File: config.mk
export PLATFORM = sky130hd
export DESIGN_NAME = rd_track_pipe
export DESIGN_NICKNAME = d
export VERILOG_FILES = /design/src/rtl/rd_track_pipe.sv
export SDC_FILE = /design/constraint.sdc
export NUM_CORES = 1
export LEC_CHECK = 0
export CAP_MARGIN = 20
export CORE_MARGIN = 5
export CORE_UTILIZATION = 45
export CTS_CLUSTER_DIAMETER = 40
export CTS_CLUSTER_SIZE = 28
export DETAILED_ROUTE_END_ITERATION = 10
export PLACE_DENSITY = 0.82
export RECOVER_POWER = 100
export SYNTH_ARGS = -nofsm -noshare
export SYNTH_HDL_FRONTEND = slang
export SYNTH_SLANG_ARGS = --single-unit
File: constraint.sdc
create_clock -name CLK -period 1.9 [get_ports CLK]
set_clock_uncertainty 0.15 [all_clocks]
set_input_delay 0.285 -clock CLK [delete_from_list [all_inputs] [get_ports CLK]]
set_output_delay 0.285 -clock CLK [all_outputs]
set_load 0.005 [all_outputs]
File: src/rtl/rd_track_pipe.sv
// Destination-register tracker for the EX/MEM/WB stages: drives the regfile
// write port and resolves operand forwarding and load-use hazards for decode.
module rd_track_pipe #(
    parameter int             AW       = 5,
    parameter logic [AW-1:0]  ZERO_REG = {AW{1'b0}}
) (
    input  logic          CLK,
    input  logic          RST_N,
    input  logic [AW-1:0] IN_RD,
    input  logic          IN_WE,
    input  logic          IN_LOAD,
    input  logic          STALL,
    input  logic          FLUSH,
    input  logic [AW-1:0] SRC_A,
    input  logic [AW-1:0] SRC_B,
    output logic [AW-1:0] OUT_WB_RD,
    output logic          OUT_WB_WE,
    output logic [1:0]    FWD_A_SEL,
    output logic [1:0]    FWD_B_SEL,
    output logic          HAZ_LU,
    output logic          BUSY
);

    logic [AW-1:0] r_s0_rd, r_s1_rd, r_s2_rd;
    logic          r_s0_we, r_s1_we, r_s2_we;
    logic          r_s0_ld, r_s1_ld;

    logic          w_we_in;
    logic          w_ld_in;

    // Writes to the hardwired-zero register are dropped at capture.
    assign w_we_in = IN_WE & (IN_RD != ZERO_REG);
    assign w_ld_in = IN_LOAD & w_we_in;

    // Youngest writing stage that matches the source wins; zero never matches.
    function automatic logic [1:0] fwd_sel(
        input logic [AW-1:0] src,
        input logic [AW-1:0] rd0, input logic we0,
        input logic [AW-1:0] rd1, input logic we1,
        input logic [AW-1:0] rd2, input logic we2
    );
        logic [1:0] sel;
        sel = 2'd0;
        if (src == ZERO_REG) begin
            sel = 2'd0;
        end else if (we0 && (rd0 == src)) begin
            sel = 2'd1;
        end else if (we1 && (rd1 == src)) begin
            sel = 2'd2;
        end else if (we2 && (rd2 == src)) begin
            sel = 2'd3;
        end else begin
            sel = 2'd0;
        end
        return sel;
    endfunction

    // Stage advance: FLUSH bubbles EX even while stalled; STALL freezes MEM/WB.
    always_ff @(posedge CLK or negedge RST_N) begin
        if (!RST_N) begin
            r_s0_rd <= {AW{1'b0}};
            r_s0_we <= 1'b0;
            r_s0_ld <= 1'b0;
            r_s1_rd <= {AW{1'b0}};
            r_s1_we <= 1'b0;
            r_s1_ld <= 1'b0;
            r_s2_rd <= {AW{1'b0}};
            r_s2_we <= 1'b0;
        end else begin
            if (FLUSH) begin
                r_s0_rd <= {AW{1'b0}};
                r_s0_we <= 1'b0;
                r_s0_ld <= 1'b0;
            end else if (!STALL) begin
                r_s0_rd <= IN_RD;
                r_s0_we <= w_we_in;
                r_s0_ld <= w_ld_in;
            end
            if (!STALL) begin
                r_s1_rd <= r_s0_rd;
                r_s1_we <= r_s0_we;
                r_s1_ld <= r_s0_ld;
                r_s2_rd <= r_s1_rd;
                r_s2_we <= r_s1_we;
            end
        end
    end

    // Forwarding selects, hazard and occupancy derive only from stage state.
    always_comb begin
        FWD_A_SEL = fwd_sel(SRC_A, r_s0_rd, r_s0_we, r_s1_rd, r_s1_we, r_s2_rd, r_s2_we);
        FWD_B_SEL = fwd_sel(SRC_B, r_s0_rd, r_s0_we, r_s1_rd, r_s1_we, r_s2_rd, r_s2_we);
        HAZ_LU    = r_s0_ld & ((FWD_A_SEL == 2'd1) | (FWD_B_SEL == 2'd1));
        BUSY      = r_s0_we | r_s1_we | r_s2_we;
    end

    assign OUT_WB_RD = r_s2_rd;
    assign OUT_WB_WE = r_s2_we;

    // The MEM-stage load flag is carried for completeness but never consulted:
    // a load in MEM is already forwardable.
    logic w_unused;
    assign w_unused = r_s1_ld;

endmodule
Yosys cells after proc, flatten, opt, wreduce, memory -nomap -nowiden
Index checks and enable logic that the tools add are counted.
W data, S select, Z words.
Word-level totals
  bits in latches: 0
  word-level logic and storage cells: 45
  bits of input ports: 21
  memory bits (read-only): 0
  bits in writable memories: 0
  register bits after elaboration: 19
  memories: 0
Cells by class
  bitwise gates (word level): 6
  reductions and logical operators: 9
  muxes and demuxes: 14
  $add $sub $neg: 0
  multipliers: 0
  order comparisons: 0
  shift-type cells: 0
  equal/unequal tests: 9
  div/mod/pow operators: 0
Operators by type and width (count)
  $eq A5 B5 Y1: 6
  $mux W2: 8
  $logic_not A5 Y1: 2
  $mux W5: 2
  $logic_and A1 B1 Y1: 6
  $reduce_bool A5 Y1: 1
  $eq A2 B1 Y1 const B: 2
  $mux W1: 4
  $and A1 B1 Y1: 3
  $or A1 B1 Y1: 3
  $ne A2 B1 Y1 const B: 1

Longest topological paths before layout
Gate-level depths: netlist of run 1.
  depth after elaboration: 9
  mapped depth: 4
  gate-level depth less buffers: 4

Worst setup path before layout of run 1
No wires, ideal clock.
  path type: reg2out
  from: reg r_s0_rd[2]
  to: out HAZ_LU
  cell stages (with the launch flop): 5
  arrival time: 1169 ps
  setup slack: 296 ps
  path through: dfrtp_1 > xnor2_1 > nand4_1 > or3b_1 > a21boi_2
Between the ends
  longest elaborated chain between the ends: 7
Ends and longest elaborated chain
  from (decl): line 24  | logic [AW-1:0] r_s0_rd, r_s1_rd, r_s2_rd;
  from (signal assigned): line 61  | r_s0_rd <= {AW{1'b0}};
  from (signal assigned): line 71  | r_s0_rd <= {AW{1'b0}};
  $eq A5 B5 Y1: line 46  | end else if (we0 && (rd0 == src)) begin
  $logic_and A1 B1 Y1: line 46
  $mux W2: line 46
  $mux W2: line 44  | if (src == ZERO_REG) begin
  $eq A2 B1 Y1: line 93  | HAZ_LU = r_s0_ld & ((FWD_A_SEL == 2'd1) | (FWD_B_SEL == 2'd1));
  $or A1 B1 Y1 (*): line 93
  $and A1 B1 Y1 (*): line 93
  to (decl): line 20  | output logic HAZ_LU,
Every way passes the cells marked *; elsewhere a longest branch is shown, timed or not.

Final worst setup path of run 1
Ends and elaborated chain as after synthesis.

==> impl_metrics.csv, run 1 <==
group,metric,value,unit
finish,final_nets,195,
finish,final_cells,203,
global_route,grt.total_usage,18.44,%
synthesis,synthTopCellsByCount,"xor2_1 (20), dfrtp_1 (19), mux2_2 (12)",
synthesis,synthFlopType,"dfrtp_1",
finish,fillCellCount,200,
power,switchingPower,0.2936,mW
synthesis,syn_area_per_cell,10.62,sq um
floorplanning,num_rows,18,
power,peakVddDrop,0.5646,mV
synthesis,syn_inst,113,
worst_setup_path,critPathLaunchType,"flip-flop",
route,wire_per_inst,15.75,microns
clock_network,cts_max_level,1,
power,clkPwrFrac,20.7,%
synthesis,async_flop_share,100.0,%
worst_setup_path,slowest_stage,"dfrtp_1",
worst_setup_path,cp.arrival,1.80,ns
synthesis,ys_ff_latch,19,
worst_setup_path,cp.required,1.46,ns
run_status,violations,"negative setup slack",
power,swShare,29.82,%
floorplanning,die_y,61.64,microns
placed_design,place_ws,-0.7957,ns
global_route,grt_overflow,0,
route,vias_per_cell,5.355,
synthesis,synthesis.nets,134,
clock_network,cts_tree,"yes",
run_status,outcome,"finished with violations",
clock_network,cts_buffers,3,
global_route,grt_max_degree,22,
floorplanning,fp.coreArea,0.002522,sq mm
timing,setup_viol,5,
placed_design,hpwl,2.412,mm
finish,regArea,475.5,sq um
timing,hold_violations,0,
synthesis,yosysMostFrequentCell,"xor2_1",
placed_design,io_buffer_count,32,
floorplanning,die_area,0.003799,sq mm
finish,diodes,0,
clock_network,clkSinkCount,19,
route,vias,1087,
power,p_per_area,564.1,mW/mm^2
worst_setup_path,crit_type,"flip-flop to output port",
finish,design_area,0.001745,sq mm
placed_design,gp_congestion,0.9689,
power,intPower,0.6910,mW
placed_design,dp.cells,192,
clock_network,max-clock-path-buffers,2,
timing,min_period,2.232,ns
route,firstDrtPassIters,4,
synthesis,synth_cell_type_count,25,
clock_network,cts_root_buf,"clkbuf_4",
floorplanning,start_util,47.57,%
synthesis,synth_warnings,0,
timing,rsz0062_at_grt,"true",
floorplanning,die_w,61.64,microns
timing,worstMarginPinSlew,1.049,ns
clock_network,ctsHoldBuffers,0,
power,p_leak,0.8494,nW
global_route,grt_pass1_vias,1096,
timing,min_period_over_period,117.5,%
worst_setup_path,ff2ff_path_depth,3,
placed_design,place_area,0.001703,sq mm
worst_setup_path,r2r-end,"r_s1_rd[4]$_DFFE_PN0N_",
worst_hold_path,min_path_type,"flip-flop to flip-flop",
synthesis,synth_edf_count,0,
clock_network,clkTransAtPathRegs,0.10,ns
global_route,grt_pass1_wl,5.050,mm
worst_setup_path,crit_path_start,"r_s0_rd[2]$_DFFE_PN0P_",
timing,final-max-slew-violation-count,0,
route,drt.antenna.violating_nets,0,
synthesis,yosysTopAreaCell,"dfrtp_1",
finish,multi_input_area,730.7,sq um
synthesis,synthTopCellsByArea,"dfrtp_1 (40%), xor2_1 (15%), mux2_2 (11%)",
power,combinationalPowerShare,30.7,%
synthesis,synth_area,0.001200,sq mm
clock_network,insertion_delay,0.30,ns
timing,relSlewSlack,30.08,%
synthesis,yosysTopAreaCellShare,39.62,%
finish,syn_to_final_growth,45.46,%
global_route,antenna_found_initial,0,
timing,fin_ws,-0.3317,ns
route,route.detailed.drc,0,
worst_setup_path,cp_slowest_stage_delay,0.42,ns
worst_setup_path,worstSetupEndpointType,"output port",
worst_setup_path,r2r_setup_slack,0.65,ns
route,wirelength,3.198,mm
worst_setup_path,critical_path_peak_fanout,2,
worst_setup_path,timing.rr.start,"r_s1_rd[4]$_DFFE_PN0N_",
worst_setup_path,critPathCapture,"HAZ_LU",
route,drt_iter0_markers,26,
flow_run,drv_cap,0,
worst_setup_path,path_cells,"xnor2_1, nand4_1, or3b_1, buf_4, a21boi_2, buf_2",
power,power_frac_seq,48.7,%
floorplanning,ios,33,
synthesis,seq_area_frac_synth,39.62,%
timing,fmax,0.4481,GHz
finish,layout-drive-gt1-share,28.32,%
[sequential cells by signal (all words and copies together), names as in the netlist]
| name | cells |
|---|---|
| OUT_WB_RD | 5 |
| r_s0_rd | 5 |
| r_s1_we | 1 |
| r_s1_rd | 5 |
| r_s0_we | 1 |
| r_s0_ld | 1 |
| OUT_WB_WE | 1 |
[worst max-delay path: cells and delay by family, from the launching register on]
| kind | cells | cell delay, ns |
|---|---|---|
| AO/OA/AOI/OAI | 1 | 0.09 |
| buffers and inverters | 2 | 0.27 |
| XOR/XNOR | 1 | 0.21 |
| AND/OR/NAND/NOR | 2 | 0.51 |
| flip-flops | 1 | 0.42 |
[per-layer routing]
| metal | vias to the layer above | wire length [microns] | GRT usage, % |
|---|---|---|---|
| li1 | 518 | - | - |
| met5 | - | 0 | 0 |
| met1 | 529 | 1355 | 22.86 |
| met3 | 9 | 133 | 2.516 |
| met4 | 0 | 76 | 8.182 |
| met2 | 31 | 1632 | 31.69 |
[kinds of logic (layout without fill, tap and decap cells)]
logic type,Yosys count,count (layout),synth area share (%)
flip-flops,19,19,39.62
buffers and inverters,2,62,0.8342
AO/OA/AOI/OAI,10,10,5.318
AND/OR/NAND/NOR,35,35,16.89
XOR/XNOR,30,30,21.90
multiplexers,17,17,15.43
[final cells by class]
cell class	count	share of cell area [%]
clock buffers	4	1.505
multi-input cells	92	41.86
flip-flops and latches	19	27.24
well taps	30	2.151
repair buffers	58	27.24
[worst min path at each step]
stage / slack (ns) / cells after the start / endpoint / from
global placement: 0.36 / 2 / r_s0_ld$_DFFE_PN0P_ / r_s0_ld$_DFFE_PN0P_
floorplan: -0.16 / 0 / OUT_WB_RD[0]$_DFFE_PN0N_ / RST_N
detailed placement: 0.38 / 2 / r_s0_ld$_DFFE_PN0P_ / r_s0_ld$_DFFE_PN0P_
finish: 0.39 / 2 / r_s0_ld$_DFFE_PN0P_ / r_s0_ld$_DFFE_PN0P_
global route: 0.43 / 2 / r_s0_ld$_DFFE_PN0P_ / r_s0_ld$_DFFE_PN0P_
CTS: 0.17 / 2 / r_s0_rd[3]$_DFFE_PN0P_ / RST_N
[power groups by stage]
stage	sequential (mW)	clock, mW	combinational, mW
final	0.479	0.203	0.302
after floorplan	0.480	0	0.129
after CTS	0.477	0.207	0.309
after global routing	0.483	0.224	0.325
after global placement	0.489	0	0.283
after detailed placement	0.491	0	0.291
[what timing repair did]
item                       CTS  global route
pin swaps                   15             5
setup buffers                6             1
gates cloned                 0             0
gates resized for setup     32             3
setup endpoints to repair    6             7
[placed cells by master (no fill, tap or decap), types with 2 or more instances in the layout]
cell / n
nor4_2: 5
buf_2: 5
mux2_2: 11
dfrtp_1: 19
o21ai_0: 2
o21ai_1: 2
xnor2_1: 10
buf_4: 21
or3b_1: 2
nor2_1: 8
clkbuf_1: 4
nand4_1: 3
nand2_1: 5
mux2i_1: 5
dlygate4sd2_1: 6
nor3_1: 2
nand3_1: 5
clkdlybuf4s50_1: 12
clkbuf_4: 3
xor2_1: 20
and3_1: 2
dlygate4sd3_1: 7
[through the flow]
stage | total power, mW | hold slack, ns | util, % | TNS [ns]
global route | 1.032 | 0.4270 | 69.20 | -1.746
finish | 0.9846 | 0.3887 | 69.20 | -1.325
CTS | 0.9937 | 0.1662 | 69.64 | -1.218
floorplan | 0.6093 | -0.1606 | - | 0
detailed placement | 0.7812 | 0.3829 | 67.51 | -3.642
global placement | 0.7717 | 0.3583 | 67.51 | -3.348
Note: power is estimated with default switching activity, not from simulation.
==> inputs of run 2 (changes only) <==
ABC_AREA = 1   (was unset)
CAP_MARGIN = unset   (was 20)
PLACE_DENSITY = 0.81   (was 0.82)
==> run 2 against run 1 <==
Effect of this change: the flow still finishes with violations (negative setup slack); cell count grew 44%; sequential power shrank 2%; worst setup slack gained 0.28 ns; fmax grew 14%; largest power group unchanged; wire length grew 17%; sequential share of layout area shrank 2.0 points; core utilization shrank 0.36 points.
==> impl_metrics.csv, run 2 <==
group,metric,value,unit
power,power_frac_seq,46.8,%
global_route,grt_pass1_vias,1477,
timing,fin_ws,-0.04952,ns
timing,setup-tns-final,-0.08780,ns
power,p_per_area,534.3,mW/mm^2
timing,setup_viol,3,
clock_network,cts_root_buf,"clkbuf_4",
placed_design,place_ws,-0.5286,ns
global_route,grt_pass1_wl,6.348,mm
worst_hold_path,holdPathEnd,"r_s0_ld$_DFFE_PN0P_",
clock_network,cts_max_level,1,
route,route.detailed.drc,0,
worst_setup_path,critPathTopFamily,"flip-flops",
worst_setup_path,slowest_stage,"dfrtp_1",
route,vias_per_cell,5.233,
synthesis,synthTopCellsByCount,"nand2_1 (62), inv_1 (24), nor2_1 (23)",
finish,final_cells,292,
placed_design,place_area,0.001769,sq mm
timing,min_period,1.950,ns
global_route,grt_max_degree,20,
synthesis,synth_warnings,0,
finish,final_nets,283,
placed_design,io_buffer_count,32,
timing,fin_hold_ws,0.3735,ns
route,wire_per_inst,12.83,microns
power,clkPwrFrac,20.0,%
finish,design_area,0.001882,sq mm
global_route,antenna_found_initial,0,
synthesis,ys_ff_latch,19,
clock_network,cts_tree,"yes",
floorplanning,fp.coreArea,0.002734,sq mm
worst_setup_path,ff2ff_path_depth,5,
route,drt_iter0_markers,112,
finish,fillCellCount,233,
worst_hold_path,hp-start,"IN_LOAD",
route,vias,1528,
worst_setup_path,critical_path_peak_fanout,3,
synthesis,syn_inst,197,
placed_design,gp_congestion,0.8840,
worst_hold_path,hold_depth,3,
synthesis,yosysTopAreaCellShare,37.29,%
worst_setup_path,critPathLaunchType,"flip-flop",
placed_design,hpwl,2.881,mm
timing,hold_violations,0,
floorplanning,start_util,46.64,%
clock_network,insertion_delay,0.30,ns
timing,min_period_over_period,102.6,%
power,peakVddDrop,0.5609,mV
synthesis,synth_area,0.001275,sq mm
clock_network,ctsHoldBuffers,0,
synthesis,async_flop_share,100.0,%
finish,layout-drive-gt1-share,27.97,%
route,firstDrtPassIters,4,
power,switchingPower,0.3287,mW
floorplanning,die_area,0.003998,sq mm
finish,diodes,0,
timing,worstMarginPinSlew,0.9949,ns
clock_network,max-clock-path-buffers,2,
placed_design,dp.cells,277,
power,combinationalPowerShare,33.2,%
route,wirelength,3.746,mm
worst_setup_path,crit_buf_inv,3,
finish,syn_to_final_growth,47.60,%
worst_setup_path,r2r_setup_slack,0.64,ns
timing,relSlewSlack,33.67,%
power,intPower,0.6768,mW
synthesis,yosysMostFrequentCell,"nand2_1",
worst_setup_path,timing.rr.start,"r_s0_rd[4]$_DFFE_PN0P_",
route,drt.antenna.violating_nets,0,
global_route,grt.total_usage,19.09,%
worst_setup_path,path_cells,"inv_2, nand2_2, a21oi_2, nand4_1, buf_4, nand2_1, buf_2",
power,swShare,32.69,%
worst_hold_path,min_path_type,"input port to flip-flop",
flow_run,drv_cap,0,
synthesis,synth_edf_count,0,
floorplanning,die_w,63.23,microns
floorplanning,ios,33,
timing,fmax,0.5129,GHz
clock_network,cts_buffers,3,
floorplanning,num_rows,19,
synthesis,yosysTopAreaCell,"dfrtp_1",
clock_network,clkSinkCount,19,
run_status,outcome,"finished with violations",
power,p_leak,0.9809,nW
worst_setup_path,cp.required,1.46,ns
synthesis,syn_area_per_cell,6.472,sq um
worst_setup_path,cp.arrival,1.51,ns
worst_setup_path,cp_slowest_stage_delay,0.44,ns
synthesis,synthFlopType,"dfrtp_1",
global_route,grt_overflow,0,
worst_setup_path,crit_path_start,"r_s0_rd[4]$_DFFE_PN0P_",
timing,rsz0062_at_grt,"true",
clock_network,clkTransAtPathRegs,0.11,ns
synthesis,synth_cell_type_count,19,
timing,final-max-slew-violation-count,0,
finish,final_cell_mix,"nand2_1 (56), buf_4 (22), dfrtp_1 (19), nor2_1 (19), inv_2 (17)",
run_status,violations,"negative setup slack",
power,finalPower,1.005,mW
floorplanning,die_y,63.23,microns
synthesis,seq_area_frac_synth,37.29,%
synthesis,synthTopCellsByArea,"dfrtp_1 (37%), nand2_1 (18%), o21ai_0 (7.5%)",
worst_setup_path,r2r-end,"r_s0_rd[4]$_DFFE_PN0P_",
finish,fin_util,68.83,%
finish,final_common_cell,"nand2_1",
worst_setup_path,worstSetupEndpointType,"output port",
worst_setup_path,crit_type,"flip-flop to output port",
synthesis,synthesis.nets,218,
[run 2: changes by cell type in the layout (fill, tap and decap cells not counted), sizes merged, moves of 10 or more]
| cell | before | now |
|---|---|---|
| mux2 | 12 | 1 |
| inv | 0 | 31 |
| nand2 | 5 | 62 |
| xnor2 | 10 | 0 |
| nor2 | 8 | 26 |
| o21ai | 4 | 22 |
| xor2 | 20 | 5 |
[run 2: layout make-up]
class | instances | area (sq um) | share of cell area [%]
tap | 31 | 38.79 | 2.061
clock inverter | 1 | 5.005 | 0.2660
clock buffer | 3 | 22.52 | 1.197
inverter | 31 | 116.4 | 6.184
timing repair buffer | 63 | 510.5 | 27.13
multi-input combinational | 144 | 713.2 | 37.90
sequential | 19 | 475.5 | 25.27
[run 2: worst max-delay path by stage]
stage               cells past startpoint            to  slack [ns]
global route                            7  FWD_B_SEL[0]       -0.11
floorplan                               5        HAZ_LU        0.54
CTS                                     8  FWD_B_SEL[0]       -0.03
global placement                        8        HAZ_LU       -0.51
detailed placement                      8  FWD_B_SEL[1]       -0.53
finish                                  7  FWD_B_SEL[0]       -0.05
[run 2: kinds of logic after synthesis]
group | share of synthesized area [%]
simple gates | 33.76
flops | 37.29
buf+inv | 10.30
xor+xnor | 3.435
compound gates | 14.33
mux | 0.8832
[run 2: worst register-to-register path, cell delays in order (launching register included)]
cell and delay (ns):
dfrtp_1 0.43, inv_2 0.08, buf_4 0.13, buf_4 0.12, buf_4 0.12, o21ai_0 0.15
[run 2: repair_timing]
item,CTS,global route
gates resized for setup,46,18
setup endpoints to repair,5,6
gates cloned,0,0
pin swaps,17,12
setup buffers,9,3
[run 2: metal layers]
layer | vias up | routed length, microns | share of wire, % | track usage [%]
li1 | 761 | - | - | -
met1 | 693 | 1651 | 44 | 25.36
met2 | 61 | 1770 | 47 | 32.56
met3 | 13 | 245 | 6.5 | 2.664
met4 | 0 | 78 | 2.1 | 4.675
met5 | - | 0 | 0 | 0
[run 2: power groups by stage]
stage               Combinational [mW]  Clock, mW  Sequential [mW]
finish                           0.333      0.201            0.471
global route                     0.371      0.229            0.475
CTS                              0.322      0.203            0.467
detailed placement               0.307          0            0.473
global placement                 0.304          0            0.472
floorplan                        0.133          0            0.469
==> inputs of run 3 (changes only) <==
ABC_AREA = unset   (was 1)
PLACE_DENSITY = 0.82   (was 0.81)
==> results of run 3 <==
No change in the layout: final DEF, timing and power equal those of run 1.
